`src/rtl/uart_arb_pkg.sv`:
```
// Shared types and helpers for the uart_tx arbiter slice.
// State encoding, width helper and default frame width.
package uart_arb_pkg;

  localparam int PAYLOAD_BITS_DEF = 8;

  typedef enum logic [1:0] {
    IDLE,
    GRANT,
    SENT,
    DRAIN
  } arb_state_t;

  function automatic int clog2(input int v);
    int r;
    r = 0;
    while ((1 << r) < v) r++;
    return r;
  endfunction

endpackage

```
`src/rtl/uart_tx_arbiter_rr_pick.sv`:
```
// Round-robin priority select: first set request at or
// after ptr, wrapping around.
module rr_pick
  import uart_arb_pkg::*;
#(
  parameter int N_REQ = 4,
  parameter int IW    = clog2(N_REQ)
) (
  input  logic [N_REQ-1:0] req,
  input  logic [IW-1:0]    ptr,
  output logic [IW-1:0]    idx,
  output logic             any
);

  localparam logic [IW:0] N_W = (IW+1)'(N_REQ);

  always_comb begin
    logic [IW:0]   s;
    logic [IW-1:0] j;
    s   = '0;
    j   = '0;
    idx = '0;
    any = 1'b0;
    for (int i = 0; i < N_REQ; i++) begin
      s = {1'b0, ptr} + (IW+1)'(i);
      if (s >= N_W) s = s - N_W;
      j = s[IW-1:0];
      if (!any && req[j]) begin
        any = 1'b1;
        idx = j;
      end
    end
  end

endmodule

```
`src/rtl/uart_tx_arbiter.sv`:
```
// Message-granular round-robin arbiter sharing one uart_tx
// among N_REQ requesters, with stall and busy-rise timeouts.
module uart_tx_arbiter
  import uart_arb_pkg::*;
#(
  parameter int N_REQ         = 4,
  parameter int PAYLOAD_BITS  = PAYLOAD_BITS_DEF,
  parameter int LOCK_TIMEOUT  = 1024,
  parameter int BUSY_RISE_MAX = 4
) (
  input  logic                          clk,
  input  logic                          reset,
  input  logic [N_REQ-1:0]              req_valid,
  input  logic [N_REQ*PAYLOAD_BITS-1:0] req_data,
  input  logic [N_REQ-1:0]              req_last,
  output logic [N_REQ-1:0]              req_ready,
  output logic                          uart_tx_en,
  output logic [PAYLOAD_BITS-1:0]       uart_tx_data,
  input  logic                          uart_tx_busy,
  output logic                          grant_valid,
  output logic [clog2(N_REQ)-1:0]       grant_id,
  output logic                          timeout_err
);

  localparam int IW = clog2(N_REQ);
  localparam int SW = clog2(LOCK_TIMEOUT + 1);
  localparam int BW = clog2(BUSY_RISE_MAX + 1);

  localparam logic [SW-1:0] STALL_MAX = SW'(LOCK_TIMEOUT);
  localparam logic [BW-1:0] RISE_LAST = BW'(BUSY_RISE_MAX - 1);
  localparam logic [IW-1:0] LAST_ID   = IW'(N_REQ - 1);

  arb_state_t    state;
  logic [IW-1:0] ptr;
  logic [IW-1:0] pick_idx;
  logic [IW-1:0] next_id;
  logic          pick_any;
  logic          last_q;
  logic          hs;
  logic [SW-1:0] stall;
  logic [BW-1:0] rise;

  rr_pick #(
    .N_REQ(N_REQ),
    .IW   (IW)
  ) u_pick (
    .req(req_valid),
    .ptr(ptr),
    .idx(pick_idx),
    .any(pick_any)
  );

  always_comb begin
    req_ready = '0;
    req_ready[grant_id] = req_valid[grant_id]
                        & ~uart_tx_busy
                        & (state == GRANT);
  end

  assign hs      = req_ready[grant_id];
  assign next_id = (grant_id == LAST_ID) ? '0 : grant_id + 1'b1;

  always_ff @(posedge clk or posedge reset) begin
    if (reset) begin
      state        <= IDLE;
      ptr          <= '0;
      grant_id     <= '0;
      grant_valid  <= 1'b0;
      uart_tx_en   <= 1'b0;
      uart_tx_data <= '0;
      timeout_err  <= 1'b0;
      last_q       <= 1'b0;
      stall        <= '0;
      rise         <= '0;
    end else begin
      uart_tx_en  <= 1'b0;
      timeout_err <= 1'b0;
      unique case (state)
        IDLE: begin
          if (pick_any) begin
            grant_id    <= pick_idx;
            grant_valid <= 1'b1;
            stall       <= '0;
            state       <= GRANT;
          end
        end
        GRANT: begin
          if (hs) begin
            uart_tx_data <= req_data[grant_id*PAYLOAD_BITS +: PAYLOAD_BITS];
            last_q       <= req_last[grant_id];
            uart_tx_en   <= 1'b1;
            stall        <= '0;
            rise         <= '0;
            state        <= SENT;
          end else if (stall == STALL_MAX) begin
            timeout_err <= 1'b1;
            grant_valid <= 1'b0;
            ptr         <= next_id;
            state       <= IDLE;
          end else if (!req_valid[grant_id]) begin
            stall <= stall + 1'b1;
          end
        end
        SENT: begin
          if (uart_tx_busy) begin
            state <= DRAIN;
          end else if (rise == RISE_LAST) begin
            // transmitter never acknowledged; move on rather than hang
            timeout_err <= 1'b1;
            state       <= DRAIN;
          end else begin
            rise <= rise + 1'b1;
          end
        end
        DRAIN: begin
          if (!uart_tx_busy) begin
            if (last_q) begin
              grant_valid <= 1'b0;
              ptr         <= next_id;
              state       <= IDLE;
            end else begin
              state <= GRANT;
            end
          end
        end
        default: state <= IDLE;
      endcase
    end
  end

endmodule
```
`config.mk`:
```
export PLATFORM = sky130hd
export DESIGN_NAME = uart_tx_arbiter
export DESIGN_NICKNAME = d
export VERILOG_FILES = /design/src/rtl/uart_arb_pkg.sv /design/src/rtl/uart_tx_arbiter_rr_pick.sv /design/src/rtl/uart_tx_arbiter.sv
export SDC_FILE = /design/constraint.sdc
export NUM_CORES = 1
export LEC_CHECK = 0
export CAP_MARGIN = 25
export CORE_ASPECT_RATIO = 0.6
export CORE_UTILIZATION = 53
export CTS_CLUSTER_DIAMETER = 120
export CTS_CLUSTER_SIZE = 25
export DETAILED_ROUTE_END_ITERATION = 10
export PLACE_DENSITY = 0.94
export SLEW_MARGIN = 20
export SYNTH_ARGS = -nofsm -noshare
export SYNTH_HDL_FRONTEND = slang
export SYNTH_SLANG_ARGS = --single-unit
```
`constraint.sdc`:
```
create_clock -name clk -period 4.1 [get_ports clk]
set_input_delay 0.615 -clock clk [delete_from_list [all_inputs] [get_ports clk]]
set_output_delay 0.615 -clock clk [all_outputs]
set_load 0.005 [all_outputs]
```
After elaboration in Yosys (flattened, before gate mapping)
Index checks and enable logic that the tools add are counted.

storage, ports and cells
  word-level logic and storage cells = 136
  input bits = 43
  bits in registers = 32

cells by class
  equal/unequal tests = 18
  bitwise gates (word level) = 4
  magnitude comparators = 10
  multiplexer cells = 64
  add/subtract/negate cells = 10
  shifts and indexed selects = 1
  reduce and logical (&&, ||, !) cells = 19

operator list
  cell                                                        count
  two-way mux 11 bit                                          4
  two-way mux 2 bit                                           19
  variable part select 32 x 6 -> 8 bit                        1
  two-way mux 1 bit                                           24
  one-hot mux 11 bit (2 select lines)                         1
  less-than comparator 2 x 3 -> 1 bit, second input constant  5
  binary-select mux 1 bit (select 2 bit)                      7
  != test 2 bit, second input constant                        7
  AND reduction 4 bit                                         3
  adder 11 x 1 -> 11 bit, second input constant               1
  equality test 11 bit, second input constant                 1
  greater-or-equal comparator 3 bit, second input constant    3
  two-way mux 3 bit                                           3
  != test 3 bit, second input constant                        3
  one-hot mux 2 bit (4 select lines)                          1
  subtractor 2 x 1 -> 2 bit, second input constant            4
  adder 2 x 2 -> 3 bit, second input constant                 2
  equality test 2 bit, second input constant                  3
  one-hot mux 3 bit (2 select lines)                          1
  AND reduction 6 bit                                         1
  nonzero test 2 bit                                          3
  AND reduction 5 bit                                         1
  bitwise AND 4 bit                                           1
  logical AND 1 bit                                           4
  19 further kinds                                            23

Longest topological paths before layout
  depth after elaboration = 16
  mapped depth = 9

By module
A second synthesis with hierarchy kept.

unflattened totals
  cell total of the unflattened synthesis = 202
  area, all modules = 2,160.8 um^2

modules (own cells, without submodules)
  module           seq. area each (um^2)  cells an instance  times used  area an instance (um^2)
  uart_tx_arbiter  800.8                  187                1           2,083.2
  rr_pick          0.0                    15                 1           77.6

Worst setup path before layout
No wires, ideal clock.

  kind = register -> register
  from = register grant_id[1]
  to = register uart_tx_data[0]
  data required time = 3.973 ns
  setup slack = 1.723 ns
  arrival = 2.249 ns
  cell stages (with the launch flop) = 9
  buffers on the path = 3
  cells stage by stage = dfrtp_1 -> buf_6 -> clkbuf_1 -> inv_1 -> ha_1 -> mux4_2 -> nand2_2 -> buf_6 -> mux2_1

between the ends
  cells in the longest elaborated chain, start to end = 8

ends and longest elaborated chain
  what                                                                                 RTL line                                      source
  start, declared                                                                      uart_tx_arbiter.sv:21                         output logic [clog2(N_REQ)-1:0] grant_id,
  start signal, assigned                                                               uart_tx_arbiter.sv:81                         grant_id <= pick_idx;
  less-than comparator 2 x 3 -> 1 bit (implied by the code) (tied with other cells)    uart_tx_arbiter.sv:55                         req_ready[grant_id] = req_valid[grant_id]
  logical AND 1 bit (implied by the code) / two-way mux 1 bit (equally long branches)  uart_tx_arbiter.sv:55
  two-way mux 1 bit (implied by the code) / bitwise AND 1 bit (equally long branches)  uart_tx_arbiter.sv:55, uart_tx_arbiter.sv:56
  demux 1 bit (select 2 bit) / bitwise AND 1 bit (equally long branches)               uart_tx_arbiter.sv:55, uart_tx_arbiter.sv:57
  bitwise AND 4 bit (no line)                                                          --
  binary-select mux 1 bit (select 2 bit)                                               uart_tx_arbiter.sv:60                         assign hs = req_ready[grant_id];
  two-way mux 1 bit (implied by the code)                                              uart_tx_arbiter.sv:60
  AND reduction 2 bit (no line)                                                        --
  end signal, assigned                                                                 uart_tx_arbiter.sv:89                         uart_tx_data <= req_data[grant_id*PAYLOAD_BITS +: PAYLOAD_BITS];
  end, declared                                                                        uart_tx_arbiter.sv:18                         output logic [PAYLOAD_BITS-1:0] uart_tx_data,

Several ways; a longest one is shown, not always the timed one. The select of a mux whose other input is x is not followed.
A chain may end at the register's enable or synchronous reset.

Final worst setup path
  from = input port uart_tx_busy
  to = output port req_ready[3]

between the ends
  cells in the longest elaborated chain, start to end = 4

ends and longest elaborated chain
  what                         RTL line               source
  start, declared              uart_tx_arbiter.sv:19  input logic uart_tx_busy,
  NOT 1 bit                    uart_tx_arbiter.sv:56  & ~uart_tx_busy
  bitwise AND 1 bit            uart_tx_arbiter.sv:56
  bitwise AND 1 bit            uart_tx_arbiter.sv:57  & (state == GRANT);
  bitwise AND 4 bit (no line)  --
  end, declared                uart_tx_arbiter.sv:16  output logic [N_REQ-1:0] req_ready,

Every way passes these cells.

==> summary.md <==
| Metric | Value |
|---|---|
| Reg2reg start | `grant_id[1]$_DFFE_PP0P_` |
| Area Growth Syn to Fin | `31.6%` |
| Synth cell types | `55` |
| Ports | `60` |
| Rows | `18` |
| Initial DRC count | `140` |
| DRC Markers | `0` |
| H-tree depth | `2` |
| Setup crit end | `req_ready[3]` |
| Hold Path Class | `reg -> reg` |
| R2R setup slack | `about 1.1 ns` |
| GR Overflow Total | `0` |
| Crit. End Element | `output port` |
| Layout fillers | `roughly 280` |
| Synth top cells by count | `dfrtp_1, nand2_1, a21oi_1, inv_1, ha_1` |
| CTS sink count | `32` |
| Largest cells by area after synthesis | `dfrtp_1, mux4_2, ha_1` |
| Outcome | `complete, no violations` |
| Final Net Count | `331` |
| Synthesized area per cell | `10.5 µm²` |
| Rel. slew slack | `slightly below 50%` |
| Vert. Die Dim | `52.9 µm` |
| Hpwl dp | `around 4600 µm` |
| Storage cell area | `~800 µm²` |
| Seq/Total Area, Yosys | `35.0%` |
| CTS tree | `built` |
| Worst r2r dst | `ptr[0]$_DFFE_PP0P_` |
| Footprint of the multi-input gates | `between 1000 and 1500 µm²` |
| Reg clk slew, reported paths | `~0.070 ns` |
| Worst Path Required | `between 3 and 4 ns` |
| Core outline area | `4120 µm²` |
| CP Data Arrival Time | `about 2.7 ns` |
| Clock Latency Late Sink | `roughly 0.29 ns` |
| Synth top area share | `around a third` |
| Final setup TNS | `0 ns` |
| Worst setup margin | `around 0.78 ns` |
| Fraction of layout cells with a size suffix above 1 | `a little under an eighth` |
| Post-CTS Setup Repair Bufs | `0` |
| First-pass GRT wire length | `10000 µm` |
| RD Place Congestion | `a little under 0.9` |
| Max_cap viols | `0` |
| Post-Syn Area | `2290 µm²` |
| RSZ-0062 raised after global routing | `false` |
| Vias in the first global route | `between 2000 and 2500` |
| Hold Vio Cnt, Final | `0` |
| Initial Util | `between 50% and 60%` |
| Max Clk Rate | `~300 MHz` |
| CTS Buf Count | `5` |
| Leakage power | `between 1 and 1.5 nW` |
| Slew @ Worst Pin | `between 0.7 and 0.8 ns` |
| Setup violators final | `0` |
| GR Util All Layers | `between 20% and 30%` |
| Yosys reg bits | `32` |
| PD cells | `a little under 600 nW/µm²` |
| Post-CTS Hold Buffers | `0` |
| CTS Buffer Depth | `2` |
| Prevailing post-synth register cell | `dfrtp_1` |
| Routed WL per cell | `18.1 µm` |
| Number of flops mapped to enable cells by yosys | `0` |
| Crit-path max FO | `10` |
| Largest net degree at the start of global routing | `33` |
| Setup CP Type | `in -> out` |
| Post-Syn Nets | `273` |
| DP Cell Count | `328` |
| Initial antenna violation count | `0` |
| Via count | `between 2000 and 2500` |
| Final ANT Viol Nets | `0` |
| Area leader, netlist | `dfrtp_1` |
| Crit start category | `primary input` |
| CP Launch Point | `uart_tx_busy` |
| Fin. max-slew vios | `0` |
| Post-CTS sizing | `0` |
| Clock root cell | `clkbuf_8` |
| Most common cell in the netlist | `dfrtp_1` |
| Routed wire length | `about 6100 µm` |
| Place WS | `about 0.84 ns` |
| Maximum VDD drop | `414 µV` |
| Worst R2R Path Depth | `6` |
| Non-filler instance count after layout | `around 340` |
| Post-layout min period | `3.32 ns` |
| Synth Warn # | `0` |
| Gate count of the mapped netlist | `approximately 220` |
| Number of vias per cell | `around 6.0` |
| Tcrit/Tclk final | `about four fifths` |
| Post-synth ARST share | `100%` |
| Final Skew | `around 0.0076 ns` |
| Die Area | `about 4600 µm²` |
| IO buf count | `59` |
| ANT cells | `0` |
| Initial DRT Pass Iterations | `7` |
| DIE WIDTH | `roughly 87 µm` |
[metrics by stage]
step | power [mW] | util (%) | area [µm²] | hold WS [ns]
6_report | 1.79 | 73.0 | 3010 | 0.479
5_1_grt | 1.92 | 73.0 | 3010 | 0.494
4_1_cts | 1.76 | 72.3 | 2980 | 0.481
3_5_place_dp | 1.50 | 70.2 | 2890 | 0.469
3_3_place_gp | 1.45 | 70.2 | 2890 | 0.461
2_1_floorplan | 1.19 | - | 2290 | 0.443
[metal layers]
metal	part of all wire [%]	vias to the layer above	track usage, %
li1	-	929	-
met5	0	-	0
met2	49	78	49.2
met3	5.4	13	6.55
met4	2.0	0	11.1
met1	43	1013	38.9
[layout make-up]
type / count / share of cell area, %
clock buffer: 8 / 2.99
inverter: 15 / 1.87
multi-input combinational: 161 / 45.2
sequential: 32 / 26.6
tap: 60 / 2.49
timing repair buffer: 61 / 20.8
[registers in the layout (all words and copies together), names as in the netlist, named ones only]
name          count
stall            11
grant_id          2
state             1
rise              3
timeout_err       1
grant_valid       1
ptr               2
uart_tx_en        1
uart_tx_data      8
last_q            1
[cell usage in the layout, fill, tap and decap left out, types with 8 or more instances in the layout]
cell type | Yosys | routed
mux4_2 | 10 | 10
dfrtp_1 | 32 | 32
mux2_1 | 11 | 11
nand3_1 | 10 | 10
mux2i_1 | 8 | 8
nand2_1 | 16 | 16
ha_1 | 12 | 12
a21oi_1 | 15 | 15
clkdlybuf4s50_1 | 0 | 59
o21ai_1 | 8 | 8
inv_1 | 14 | 14
[how the worst min path moves through the flow]
stage,from,endpoint,cells past startpoint
CTS,stall[10]$_DFFE_PP0P_,stall[10]$_DFFE_PP0P_,1
detailed placement,stall[10]$_DFFE_PP0P_,stall[10]$_DFFE_PP0P_,1
global placement,stall[10]$_DFFE_PP0P_,stall[10]$_DFFE_PP0P_,1
finish,stall[10]$_DFFE_PP0P_,stall[10]$_DFFE_PP0P_,1
floorplan,stall[10]$_DFFE_PP0P_,stall[10]$_DFFE_PP0P_,1
global route,stall[10]$_DFFE_PP0P_,stall[10]$_DFFE_PP0P_,1
[where the power goes]
| part | leakage [nW] | switching [mW] | internal [mW] | total (mW) |
|---|---|---|---|---|
| Clock | 0.0455 | 0.113 | 0.137 | 0.250 |
| Sequential | 0.415 | 0.110 | 0.411 | 0.522 |
| Combinational | 0.740 | 0.522 | 0.501 | 1.02 |
[logic make-up after synthesis]
| logic type | count (synthesis) | share of synthesized area [%] |
|---|---|---|
| flops | 32 | 35.0 |
| simple gates | 68 | 17.0 |
| compound gates | 51 | 16.1 |
| mux | 30 | 19.9 |
| buf+inv | 25 | 5.42 |
| fa+ha+maj | 12 | 6.57 |
[critical path: stages]
cell	delay, ns
clkdlybuf4s50_1	0.61
or3b_1	0.48
o32ai_4	0.23
and2_1	0.22
clkdlybuf4s50_1	0.54
No activity file was read; power rests on OpenSTA's default activity.
